==> src/rtl/uart_rx_fsm.sv <==
// uart_rx_fsm: 8N1 serial receiver with mid-bit oversampling.
// The line is synchronized, the start bit is checked near its middle,
// and each data/stop bit is then sampled one bit period later. Good bytes
// produce a one-cycle data_valid pulse. A low stop bit produces a one-cycle
// frame_error pulse, and the receiver then waits for the line to go high.
module uart_rx_fsm #(
    parameter int OVERSAMPLE = 16
) (
    input  logic       system_clock,
    input  logic       rst,
    input  logic       sample_enable,
    input  logic       rx,
    output logic [7:0] data_out,
    output logic       data_valid,
    output logic       frame_error,
    output logic       rx_busy
);

    localparam int CNT_W = $clog2(OVERSAMPLE);
    localparam logic [CNT_W-1:0] CNT_ZERO      = {CNT_W{1'b0}};
    localparam logic [CNT_W-1:0] CNT_ONE       = CNT_W'(1);
    localparam logic [CNT_W-1:0] CNT_HALF_LAST = CNT_W'(OVERSAMPLE / 2 - 1);
    localparam logic [CNT_W-1:0] CNT_FULL_LAST = CNT_W'(OVERSAMPLE - 1);

    typedef enum logic [2:0] {
        ST_IDLE      = 3'd0,
        ST_START     = 3'd1,
        ST_DATA      = 3'd2,
        ST_STOP      = 3'd3,
        ST_WAIT_HIGH = 3'd4
    } state_t;

    logic             rx_meta_r;
    logic             rx_sync_r;
    logic             rx_s;

    state_t           state_r,       state_nxt_s;
    logic [CNT_W-1:0] sample_cnt_r,  sample_cnt_nxt_s;
    logic [2:0]       bit_idx_r,     bit_idx_nxt_s;
    logic [7:0]       shift_r,       shift_nxt_s;
    logic [7:0]       data_out_r,    data_out_nxt_s;
    logic             data_valid_r,  data_valid_nxt_s;
    logic             frame_error_r, frame_error_nxt_s;
    logic             rx_busy_r,     rx_busy_nxt_s;

    // Two-flop synchronizer for the asynchronous line; runs every clock.
    always_ff @(posedge system_clock) begin
        if (rst) begin
            rx_meta_r <= 1'b1;
            rx_sync_r <= 1'b1;
        end else begin
            rx_meta_r <= rx;
            rx_sync_r <= rx_meta_r;
        end
    end

    assign rx_s = rx_sync_r;

    // Next-state, counter, shift and output-pulse logic; advances only on ticks.
    always_comb begin
        state_nxt_s       = state_r;
        sample_cnt_nxt_s  = sample_cnt_r;
        bit_idx_nxt_s     = bit_idx_r;
        shift_nxt_s       = shift_r;
        data_out_nxt_s    = data_out_r;
        data_valid_nxt_s  = 1'b0;
        frame_error_nxt_s = 1'b0;

        if (sample_enable) begin
            case (state_r)
                ST_IDLE: begin
                    if (!rx_s) begin
                        state_nxt_s      = ST_START;
                        sample_cnt_nxt_s = CNT_ZERO;
                    end else begin
                        state_nxt_s      = ST_IDLE;
                    end
                end
                ST_START: begin
                    if (sample_cnt_r == CNT_HALF_LAST) begin
                        sample_cnt_nxt_s = CNT_ZERO;
                        if (!rx_s) begin
                            state_nxt_s   = ST_DATA;
                            bit_idx_nxt_s = 3'd0;
                        end else begin
                            // Start bit did not persist to mid-bit: glitch.
                            state_nxt_s   = ST_IDLE;
                        end
                    end else begin
                        sample_cnt_nxt_s = sample_cnt_r + CNT_ONE;
                    end
                end
                ST_DATA: begin
                    if (sample_cnt_r == CNT_FULL_LAST) begin
                        shift_nxt_s      = {rx_s, shift_r[7:1]};
                        sample_cnt_nxt_s = CNT_ZERO;
                        if (bit_idx_r == 3'd7) begin
                            state_nxt_s   = ST_STOP;
                        end else begin
                            bit_idx_nxt_s = bit_idx_r + 3'd1;
                        end
                    end else begin
                        sample_cnt_nxt_s = sample_cnt_r + CNT_ONE;
                    end
                end
                ST_STOP: begin
                    if (sample_cnt_r == CNT_FULL_LAST) begin
                        sample_cnt_nxt_s = CNT_ZERO;
                        if (rx_s) begin
                            data_out_nxt_s    = shift_r;
                            data_valid_nxt_s  = 1'b1;
                            state_nxt_s       = ST_IDLE;
                        end else begin
                            frame_error_nxt_s = 1'b1;
                            state_nxt_s       = ST_WAIT_HIGH;
                        end
                    end else begin
                        sample_cnt_nxt_s = sample_cnt_r + CNT_ONE;
                    end
                end
                ST_WAIT_HIGH: begin
                    // A held-low (break) line must not start a new frame.
                    if (rx_s) begin
                        state_nxt_s = ST_IDLE;
                    end else begin
                        state_nxt_s = ST_WAIT_HIGH;
                    end
                end
                default: begin
                    state_nxt_s      = ST_IDLE;
                    sample_cnt_nxt_s = CNT_ZERO;
                end
            endcase
        end else begin
            state_nxt_s = state_r;
        end

        rx_busy_nxt_s = (state_nxt_s != ST_IDLE);
    end

    // State, datapath and registered output flops with synchronous reset.
    always_ff @(posedge system_clock) begin
        if (rst) begin
            state_r       <= ST_IDLE;
            sample_cnt_r  <= CNT_ZERO;
            bit_idx_r     <= 3'd0;
            shift_r       <= 8'h00;
            data_out_r    <= 8'h00;
            data_valid_r  <= 1'b0;
            frame_error_r <= 1'b0;
            rx_busy_r     <= 1'b0;
        end else begin
            state_r       <= state_nxt_s;
            sample_cnt_r  <= sample_cnt_nxt_s;
            bit_idx_r     <= bit_idx_nxt_s;
            shift_r       <= shift_nxt_s;
            data_out_r    <= data_out_nxt_s;
            data_valid_r  <= data_valid_nxt_s;
            frame_error_r <= frame_error_nxt_s;
            rx_busy_r     <= rx_busy_nxt_s;
        end
    end

    assign data_out    = data_out_r;
    assign data_valid  = data_valid_r;
    assign frame_error = frame_error_r;
    assign rx_busy     = rx_busy_r;

endmodule

==> config.mk <==
export PLATFORM = sky130hd
export DESIGN_NAME = uart_rx_fsm
export DESIGN_NICKNAME = d
export VERILOG_FILES = /design/src/rtl/uart_rx_fsm.sv
export SDC_FILE = /design/constraint.sdc
export NUM_CORES = 1
export LEC_CHECK = 0
export ABC_AREA = 1
export ABC_CLOCK_PERIOD_IN_PS = 1570
export CELL_PAD_IN_SITES_DETAIL_PLACEMENT = 1
export CELL_PAD_IN_SITES_GLOBAL_PLACEMENT = 1
export CORE_ASPECT_RATIO = 1.2
export CORE_MARGIN = 5
export CORE_UTILIZATION = 36
export DETAILED_ROUTE_END_ITERATION = 7
export PLACE_DENSITY = 0.84
export SYNTH_ARGS = -nofsm -noshare
export SYNTH_HDL_FRONTEND = slang
export SYNTH_SLANG_ARGS = --single-unit
==> constraint.sdc <==
create_clock -name system_clock -period 1.57 [get_ports system_clock]
set_clock_uncertainty 0.2 [all_clocks]
set_input_delay 0.2355 -clock system_clock [delete_from_list [all_inputs] [get_ports system_clock]]
set_output_delay 0.2355 -clock system_clock [all_outputs]
set_load 0.01 [all_outputs]
==> results.sh, run 1 <==
export IMPL_outcome="finished with violations"
export IMPL_violations="setup timing"
export IMPL_num_vias=1492
export IMPL_fin_area_mm2=0.00210
export IMPL_wl_mm=5.09
export IMPL_ios=15
export IMPL_drt_pass1_iterations=4
export IMPL_cts_sinks=31
export IMPL_ys_top_cells_by_area="dfxtp_1 44%, nand2_1 11%, nor2_1 8.0%"
export IMPL_drc=0
export IMPL_grt_pass1_vias=1640
export IMPL_ff2ff_setup_slack_ps=-80
export IMPL_place_ws_ps=-184
export IMPL_initial_core_util=0.363
export IMPL_die_area_mm2=0.00527
export IMPL_rsz0062_at_grt="yes"
export IMPL_cts_hold_buf=0
export IMPL_drive_gt1_frac=0.346
export IMPL_critPathLaunchType="flop"
export IMPL_syn_num_nets=200
export IMPL_p_per_area_mw_per_mm2=830
export IMPL_clock_fmax_mhz=607
export IMPL_die_y_um=78.5
export IMPL_reg2reg_from="sample_cnt_r[0]$_SDFFE_PP0P_"
export IMPL_grt_pass1_wl_mm=8.01
export IMPL_ys_ff_latch=31
export IMPL_fin_crit_ps=1650
export IMPL_path_class="reg2reg"
export IMPL_grt_antenna_before_repair=0
export IMPL_yosys_warnings=0
export IMPL_nFillCells=486
export IMPL_setup_tns_final_ps=-386
export IMPL_syn_to_final_growth_pct=49.1
export IMPL_die_x_um=67.1
export IMPL_final_nets=246
export IMPL_overflow=0
export IMPL_cts_tree="built"
export IMPL_place_area_mm2=0.00176
export IMPL_cap_violations=0
export IMPL_drtAntennaViolNets=0
export IMPL_drtIter0Drc=50
export IMPL_p_leak_nw=0.937
export IMPL_crit_fanout=2
export IMPL_dp_hpwl_mm=2.81
export IMPL_irDropWorstVdd_mv=0.756
export IMPL_grt_use_total=0.202
export IMPL_power_mw=1.74
export IMPL_synth_cells=193
export IMPL_r2r_end="rx_busy$_SDFF_PP0_"
export IMPL_cts_htree_levels=2
export IMPL_most_common_layout_cells="33 x nand2_1, 29 x nor2_1, 25 x buf_4"
export IMPL_gp_congestion=0.813
export IMPL_cts_made_buffers=5
export IMPL_final_setup_viol_count=8
export IMPL_synth_top_area_cell="dfxtp_1"
export IMPL_timing_final_max_slew_violations=0
export IMPL_cts_buffer_depth=2
export IMPL_grt_max_degree=23
export IMPL_required_ps=1550
export IMPL_hold_viol=0
export IMPL_slew_headroom=0.803
export IMPL_min_period_over_period=1.05
export IMPL_syn_area_mm2=0.00141
export IMPL_clkTransAtPathRegs_ps=70
export IMPL_hold_path_class="reg2reg"
export IMPL_io_buffers=14
export IMPL_cts_root_buf="clkbuf_8"
export IMPL_ys_seq_area_frac=0.440
export IMPL_rr_worst_depth=11
export IMPL_fin_ws_ps=-78.4
export IMPL_viasPerCell=5.07
export IMPL_std_cell_rows=25
export IMPL_clock_latency_ps=290
export IMPL_critPathArrivalTime_ps=1630
export IMPL_core_mm2=0.00388
export IMPL_diodes=0
export IMPL_tightest_slew_ps=296
export IMPL_layout_commonest_cell="nand2_1"
export IMPL_avgSynthCellArea_um2=7.30
export IMPL_synth_cell_types=26
export IMPL_hold_end="rx_s$_SDFF_PP1_"
export IMPL_drt_wirelength_per_cell_um=17.3
export IMPL_synth_top_cell_area_share=0.440
export IMPL_hp_start="rx_meta_r$_SDFF_PP1_"
export IMPL_endpoint_kind="flop"
export IMPL_min_path_cells=1
## cell usage after synthesis
library cell,number
nand4_4,1
clkbuf_1,2
inv_1,19
nor2_2,1
a211oi_1,1
o21bai_1,1
ha_1,3
clkinv_2,1
a31oi_1,1
nand3_4,1
o21ai_0,15
nor2_1,30
nor3_1,1
or2_2,3
o21ai_1,1
nor4_1,1
nand3_1,13
o21ai_2,2
buf_6,1
nor2_4,1
nor3_4,1
dfxtp_1,31
inv_2,2
a21oi_1,17
buf_2,2
nand2_1,41
## power by group
group / internal [mW] / switching (mW)
combinational: 0.0485 / 0.0734
sequential: 0.789 / 0.00693
clock: 0.513 / 0.313
total: 1.35 / 0.393
## sequential cells by signal, summed over array words and instances, names as in the netlist, 3 cells and up
signal and count:
bit_idx_r 3, shift_r 8, state_r 3, data_out 8, sample_cnt_r 4
## how the worst max path moves through the flow
stage	from	to	cells after the start
floorplan	sample_cnt_r[0]$_SDFFE_PP0P_	bit_idx_r[0]$_SDFFE_PP0P_	8
global placement	sample_enable	bit_idx_r[2]$_SDFFE_PP0P_	7
detailed placement	sample_enable	sample_cnt_r[3]$_SDFFE_PP0P_	8
CTS	state_r[1]$_SDFF_PP0_	bit_idx_r[1]$_SDFFE_PP0P_	8
global route	sample_cnt_r[0]$_SDFFE_PP0P_	rx_busy$_SDFF_PP0_	11
finish	sample_cnt_r[0]$_SDFFE_PP0P_	rx_busy$_SDFF_PP0_	11
## timing repair
action                     in CTS  in global routing
hold endpoints to repair        0                  0
gates resized for setup        32                 32
setup endpoints to repair      28                 26
pin swaps                       8                 10
setup buffers                   7                  0
gates cloned                    1                  1
## cell families (layout without fill, tap and decap cells)
kind of cell / Yosys count / in the layout / share of synthesized area
AND/OR/NAND/NOR: 94 / 96 / 0.308
AO/OA/AOI/OAI: 38 / 38 / 0.145
flip-flops: 31 / 31 / 0.441
buffers and inverters: 27 / 72 / 0.0799
adder cells (fa/ha/maj): 3 / 3 / 0.0266
## worst max-delay path, cell delays in order (launching register included)
cell,delay (ps)
dfxtp_2,360
ha_4,160
nand3_4,90
buf_6,140
nand2_2,50
nand2_1,50
nor2_1,100
nand2_1,80
nand2_1,80
nand2_1,80
nand2_2,80
nand2_1,60
## through the flow
stage	cells	utilization	hold WS [ps]
2_1_floorplan	193	-	139
3_3_place_gp	277	0.453	193
3_5_place_dp	277	0.453	202
4_1_cts	293	0.517	215
5_1_grt	294	0.542	228
6_report	294	0.542	210
## metal layers
layer / vias up / GRT usage / share of wire
li1: 719 / - / -
met1: 723 / 0.215 / 0.40
met2: 34 / 0.364 / 0.53
met3: 16 / 0.0458 / 0.035
met4: 0 / 0.0933 / 0.029
met5: - / 0 / 0
## cell type report
type / count / area (um2) / share of cell area
Clock buffer: 6 / 82.6 / 0.0393
Clock inverter: 2 / 35.0 / 0.0167
Inverter: 22 / 86.3 / 0.0411
Multi-Input combinational cell: 137 / 832 / 0.396
Sequential cell: 31 / 637 / 0.303
Tap cell: 54 / 67.6 / 0.0322
Timing Repair Buffer: 42 / 360 / 0.172
No activity file was read; power rests on OpenSTA's default activity.
==> run 2: changes to the inputs <==
--- a/config.mk
+++ b/config.mk
@@ -7,6 +7,7 @@
 export LEC_CHECK = 0
 export ABC_AREA = 1
 export ABC_CLOCK_PERIOD_IN_PS = 1570
+export CAP_MARGIN = 25
 export CELL_PAD_IN_SITES_DETAIL_PLACEMENT = 1
 export CELL_PAD_IN_SITES_GLOBAL_PLACEMENT = 1
 export CORE_ASPECT_RATIO = 1.2
@@ -14,6 +15,7 @@
 export CORE_UTILIZATION = 36
 export DETAILED_ROUTE_END_ITERATION = 7
 export PLACE_DENSITY = 0.84
+export REMOVE_ABC_BUFFERS = 1
 export SYNTH_ARGS = -nofsm -noshare
 export SYNTH_HDL_FRONTEND = slang
 export SYNTH_SLANG_ARGS = --single-unit
==> results.sh, run 2 (same netlist as run 1, synthesis figures left out) <==
export IMPL_outcome="finished with violations"
export IMPL_violations="setup timing"
export IMPL_drc=0
export IMPL_die_y_um=78.5
export IMPL_overflow=0
export IMPL_num_vias=1389
export IMPL_grt_antenna_before_repair=0
export IMPL_clock_fmax_mhz=626
export IMPL_cap_violations=0
export IMPL_grt_use_total=0.173
export IMPL_max_stage_delay_ps=350
export IMPL_critPathLaunchType="flop"
export IMPL_fin_ws_ps=-26.4
export IMPL_cts_hold_buf=0
export IMPL_path_class="reg2reg"
export IMPL_met3_usage=0.0386
export IMPL_drive_gt1_frac=0.264
export IMPL_grt_busiest_layer="met2"
export IMPL_grt_pass1_wl_mm=6.73
export IMPL_endpoint_kind="flop"
export IMPL_path_cells="ha_4 > nand3_4 > buf_6 > nand2_2 > nand2_2 > nor2_2 > nand2_1 > nand2_1 > nand2_1 > nand2_1 > nand2_1"
export IMPL_drtAntennaViolNets=0
export IMPL_die_area_mm2=0.00527
export IMPL_grt_max_degree=23
export IMPL_wl_mm=3.95
export IMPL_irDropWorstVdd_mv=0.510
export IMPL_cpMostUsedCell="nand2_1"
export IMPL_die_x_um=67.1
export IMPL_tightest_slew_ps=355
export IMPL_viasPerCell=4.87
export IMPL_place_area_mm2=0.00174
export IMPL_layout_commonest_cell="nand2_1"
export IMPL_drt_wirelength_per_cell_um=13.9
export IMPL_core_mm2=0.00388
export IMPL_min_period_over_period=1.02
export IMPL_clkTransAtPathRegs_ps=60
export IMPL_met1_usage=0.159
export IMPL_std_cell_rows=25
export IMPL_grt_pass1_vias=1493
export IMPL_diodes=0
export IMPL_slew_headroom=0.763
export IMPL_cts_sinks=31
export IMPL_ios=15
export IMPL_initial_core_util=0.363
export IMPL_gp_congestion=0.785
export IMPL_drt_pass1_iterations=4
export IMPL_clock_latency_ps=280
export IMPL_use_met2=0.325
export IMPL_drtIter0Drc=61
export IMPL_crit_fanout=2
export IMPL_cts_buffer_depth=2
export IMPL_cts_root_buf="clkbuf_8"
export IMPL_fin_area_mm2=0.00194
export IMPL_io_buffers=14
export IMPL_dp_hpwl_mm=2.81
export IMPL_cts_htree_levels=2
export IMPL_rsz0062_at_grt="yes"
export IMPL_required_ps=1540
export IMPL_power_mw=1.54
export IMPL_p_leak_nw=0.914
export IMPL_final_setup_viol_count=2
export IMPL_fin_crit_ps=1600
export IMPL_p_per_area_mw_per_mm2=795
export IMPL_cts_made_buffers=5
export IMPL_ff2ff_setup_slack_ps=-30
export IMPL_critPathTopFamily="simple AND/OR/NAND/NOR gates"
export IMPL_crit_path_top_delay_cell="dfxtp_2"
export IMPL_most_common_layout_cells="35 x nand2_1, 28 x nor2_1, 26 x dfxtp_1"
export IMPL_cts_tree="built"
export IMPL_critPathBufInv=1
export IMPL_hold_viol=0
export IMPL_syn_to_final_growth_pct=37.6
export IMPL_final_nets=238
export IMPL_hold_path_class="reg2reg"
export IMPL_timing_final_max_slew_violations=0
export IMPL_critPathArrivalTime_ps=1570
-- run 2: final cells by class --
| class | count | area, um2 |
|---|---|---|
| Timing Repair Buffer | 36 | 319 |
| Clock buffer | 6 | 82.6 |
| Tap cell | 54 | 67.6 |
| Fill cell | 505 | 1940 |
| Sequential cell | 31 | 627 |
| Clock inverter | 1 | 5.00 |
| Inverter | 22 | 83.8 |
| Multi-Input combinational cell | 135 | 753 |
-- run 2: what timing repair did --
action,in CTS,in global routing
resized for setup,29,10
gates cloned,0,0
hold endpoints to repair,0,0
setup endpoints to repair,32,23
pin swaps,10,9
setup buffers,2,1
-- run 2: through the flow --
stage	TNS [ps]	hold slack [ps]	worst slack, ps	utilization	instances
after floorplan	-30.2	105	-10.1	-	188
after CTS	-28.8	229	-18.8	0.489	284
after global placement	-2350	193	-149	0.449	275
after global routing	-1550	250	-116	0.500	285
final	-26.6	232	-26.4	0.500	285
after detailed placement	-3090	204	-198	0.449	275
-- run 2: worst register-to-register path: cells and delay by family, from the launching register on --
family	cells	cell delay (ps)
fa+ha+maj	1	160
flops	1	350
simple gates	9	640
buf+inv	1	140
-- run 2: power breakdown --
group	switching, mW	internal, mW	leakage [nW]
Sequential	0.00534	0.794	0.253
Combinational	0.0587	0.0454	0.614
Clock	0.295	0.343	0.0470
-- run 2: final timing paths --
check             cells after the start                         start            endpoint
hold / removal                        1          rx_meta_r$_SDFF_PP1_     rx_s$_SDFF_PP1_
setup reg to reg                     11  sample_cnt_r[0]$_SDFFE_PP0P_  rx_busy$_SDFF_PP0_
setup / recovery                     11  sample_cnt_r[0]$_SDFFE_PP0P_  rx_busy$_SDFF_PP0_
hold reg to reg                       1          rx_meta_r$_SDFF_PP1_     rx_s$_SDFF_PP1_
-- run 2: routing by layer --
| layer | vias up | part of all wire |
|---|---|---|
| met2 | 20 | 0.57 |
| met1 | 662 | 0.37 |
| met3 | 9 | 0.026 |
| li1 | 698 | - |
| met4 | 0 | 0.033 |
| met5 | - | 0 |
==> run 3: changes to the inputs <==
--- a/config.mk
+++ b/config.mk
@@ -14,8 +14,9 @@
 export CORE_MARGIN = 5
 export CORE_UTILIZATION = 36
 export DETAILED_ROUTE_END_ITERATION = 7
-export PLACE_DENSITY = 0.84
+export PLACE_DENSITY_LB_ADDON = 0.05
 export REMOVE_ABC_BUFFERS = 1
+export SETUP_SLACK_MARGIN = 0.02
 export SYNTH_ARGS = -nofsm -noshare
 export SYNTH_HDL_FRONTEND = slang
 export SYNTH_SLANG_ARGS = --single-unit
==> results.sh, run 3 (same netlist as run 1, synthesis figures left out) <==
export IMPL_layout_commonest_cell="nand2_1"
export IMPL_clkTransAtPathRegs_ps=70
export IMPL_hold_path_class="reg2reg"
export IMPL_die_y_um=78.5
export IMPL_overflow=0
export IMPL_cts_sinks=31
export IMPL_drt_wirelength_per_cell_um=15.1
export IMPL_drive_gt1_frac=0.356
export IMPL_critPathLaunchType="flop"
export IMPL_drtAntennaViolNets=0
export IMPL_crit_fanout=6
export IMPL_std_cell_rows=25
export IMPL_dp_cells=279
export IMPL_holdWs_ps=223
export IMPL_outcome="finished with violations"
export IMPL_required_ps=1550
export IMPL_violations="setup timing"
export IMPL_grt_pass1_vias=1537
export IMPL_hp_start="rx_meta_r$_SDFF_PP1_"
export IMPL_place_ws_ps=-255
export IMPL_most_common_layout_cells="30 x nand2_1, 29 x nor2_1, 23 x dfxtp_1, 23 x buf_4, 16 x inv_1"
export IMPL_max_stage_delay_ps=360
export IMPL_fin_ws_ps=-34.7
export IMPL_grt_pass1_wl_mm=7.49
export IMPL_min_path_cells=1
export IMPL_seq_area_um2=636
export IMPL_endpoint_kind="flop"
export IMPL_clock_fmax_mhz=623
export IMPL_drt_pass1_iterations=4
export IMPL_p_leak_nw=0.931
export IMPL_cpMostUsedCell="nand3_4"
export IMPL_cap_violations=0
export IMPL_wl_mm=4.41
export IMPL_timing_final_max_slew_violations=0
export IMPL_fin_crit_ps=1600
export IMPL_critPathTopFamily="simple AND/OR/NAND/NOR gates"
export IMPL_layout_cells_non_filler=293
export IMPL_grt_antenna_before_repair=0
export IMPL_grt_max_degree=20
export IMPL_r2r_end="bit_idx_r[1]$_SDFFE_PP0P_"
export IMPL_path_cells="ha_4 > buf_6 > nand3_4 > nand3_4 > nand2_4 > nor2_4 > nand3_2 > nand2_1 > nor2_1"
export IMPL_drc=0
export IMPL_grt_use_total=0.190
export IMPL_p_per_area_mw_per_mm2=816
export IMPL_initial_core_util=0.363
export IMPL_final_setup_viol_count=2
export IMPL_die_x_um=67.1
export IMPL_core_mm2=0.00388
export IMPL_critPathBufInv=1
export IMPL_hold_viol=0
export IMPL_dp_hpwl_mm=2.87
export IMPL_cts_root_buf="clkbuf_8"
export IMPL_syn_to_final_growth_pct=50.7
export IMPL_ios=15
export IMPL_io_buffers=14
export IMPL_die_area_mm2=0.00527
export IMPL_crit_path_top_delay_cell="dfxtp_2"
export IMPL_path_class="reg2reg"
export IMPL_hold_end="rx_s$_SDFF_PP1_"
export IMPL_viasPerCell=4.91
export IMPL_cts_made_buffers=5
export IMPL_reg2reg_from="sample_cnt_r[0]$_SDFFE_PP0P_"
export IMPL_final_nets=245
export IMPL_multiInputGateArea_um2=861
export IMPL_cts_tree="built"
export IMPL_critPathArrivalTime_ps=1580
export IMPL_cts_hold_buf=0
export IMPL_cts_buffer_depth=2
export IMPL_ff2ff_setup_slack_ps=-30
export IMPL_drtIter0Drc=66
export IMPL_diodes=0
export IMPL_cts_htree_levels=2
export IMPL_gp_congestion=0.795
export IMPL_slew_headroom=0.809
export IMPL_clock_latency_ps=280
export IMPL_rr_worst_depth=9
export IMPL_nFillCells=494
export IMPL_tightest_slew_ps=286
export IMPL_num_vias=1439
export IMPL_rsz0062_at_grt="yes"
export IMPL_min_period_over_period=1.02
export IMPL_irDropWorstVdd_mv=0.445
[run 3: cell count changes in the layout (fill, tap and decap cells not counted), moves of 3 or more]
cell,change
nand2_1,-5
o21ai_0,-5
buf_4,+4
o21ai_1,+4
dfxtp_1,-3
nand2_2,+3
nand3_1,-3
[run 3: how the worst max path moves through the flow]
stage	cells past startpoint	from	slack [ps]	to
after CTS	9	sample_cnt_r[1]$_SDFFE_PP0P_	-10	bit_idx_r[1]$_SDFFE_PP0P_
after floorplan	8	sample_cnt_r[0]$_SDFFE_PP0P_	-10	bit_idx_r[0]$_SDFFE_PP0P_
after detailed placement	7	sample_enable	-260	sample_cnt_r[3]$_SDFFE_PP0P_
after global routing	9	sample_cnt_r[0]$_SDFFE_PP0P_	-100	bit_idx_r[1]$_SDFFE_PP0P_
final	9	sample_cnt_r[0]$_SDFFE_PP0P_	-30	bit_idx_r[1]$_SDFFE_PP0P_
after global placement	8	sample_enable	-210	sample_cnt_r[3]$_SDFFE_PP0P_
[run 3: worst register-to-register path, delay by kind of cell (launching register included)]
kind          cells  cell delay (ps)
simple gates      7              650
fa+ha+maj         1              160
buf+inv           1              120
flops             1              360
[run 3: timing repair]
item,in CTS,in global routing
setup endpoints to repair,37,25
endpoints found under the hold margin,0,0
resized for setup,44,28
pin swaps,17,21
buffers inserted,1,3
cloned,2,0
[run 3: routing by layer]
metal,global-route usage,share of wire,vias to the layer above
met5,0,0,-
met4,0.0852,0.026,0
met3,0.0415,0.031,8
met2,0.353,0.56,23
met1,0.197,0.38,689
li1,-,-,719
[run 3: final cells by class]
| class | count | area share |
|---|---|---|
| sequential | 31 | 0.299 |
| multi-input combinational | 137 | 0.405 |
| clock inverter | 2 | 0.0165 |
| clock buffer | 6 | 0.0389 |
| inverter | 22 | 0.0418 |
| tap | 54 | 0.0318 |
| timing repair buffer | 41 | 0.166 |
[run 3: through the flow]
| stage | cell area (um2) | utilization | setup TNS, ps | power, mW |
|---|---|---|---|---|
| 2_1_floorplan | 1380 | - | -30.2 | 0.864 |
| 3_3_place_gp | 1770 | 0.457 | -2470 | 0.912 |
| 5_1_grt | 2120 | 0.547 | -541 | 1.80 |
| 6_report | 2120 | 0.547 | -58.2 | 1.73 |
| 4_1_cts | 2040 | 0.525 | -26.6 | 1.75 |
| 3_5_place_dp | 1770 | 0.457 | -3530 | 0.915 |
[run 3: report_power, final]
| group | switching, mW | internal, mW | total, mW |
|---|---|---|---|
| clock | 0.306 | 0.513 | 0.819 |
| sequential | 0.00826 | 0.791 | 0.799 |
| combinational | 0.0672 | 0.0470 | 0.114 |
| total | 0.382 | 1.35 | 1.73 |
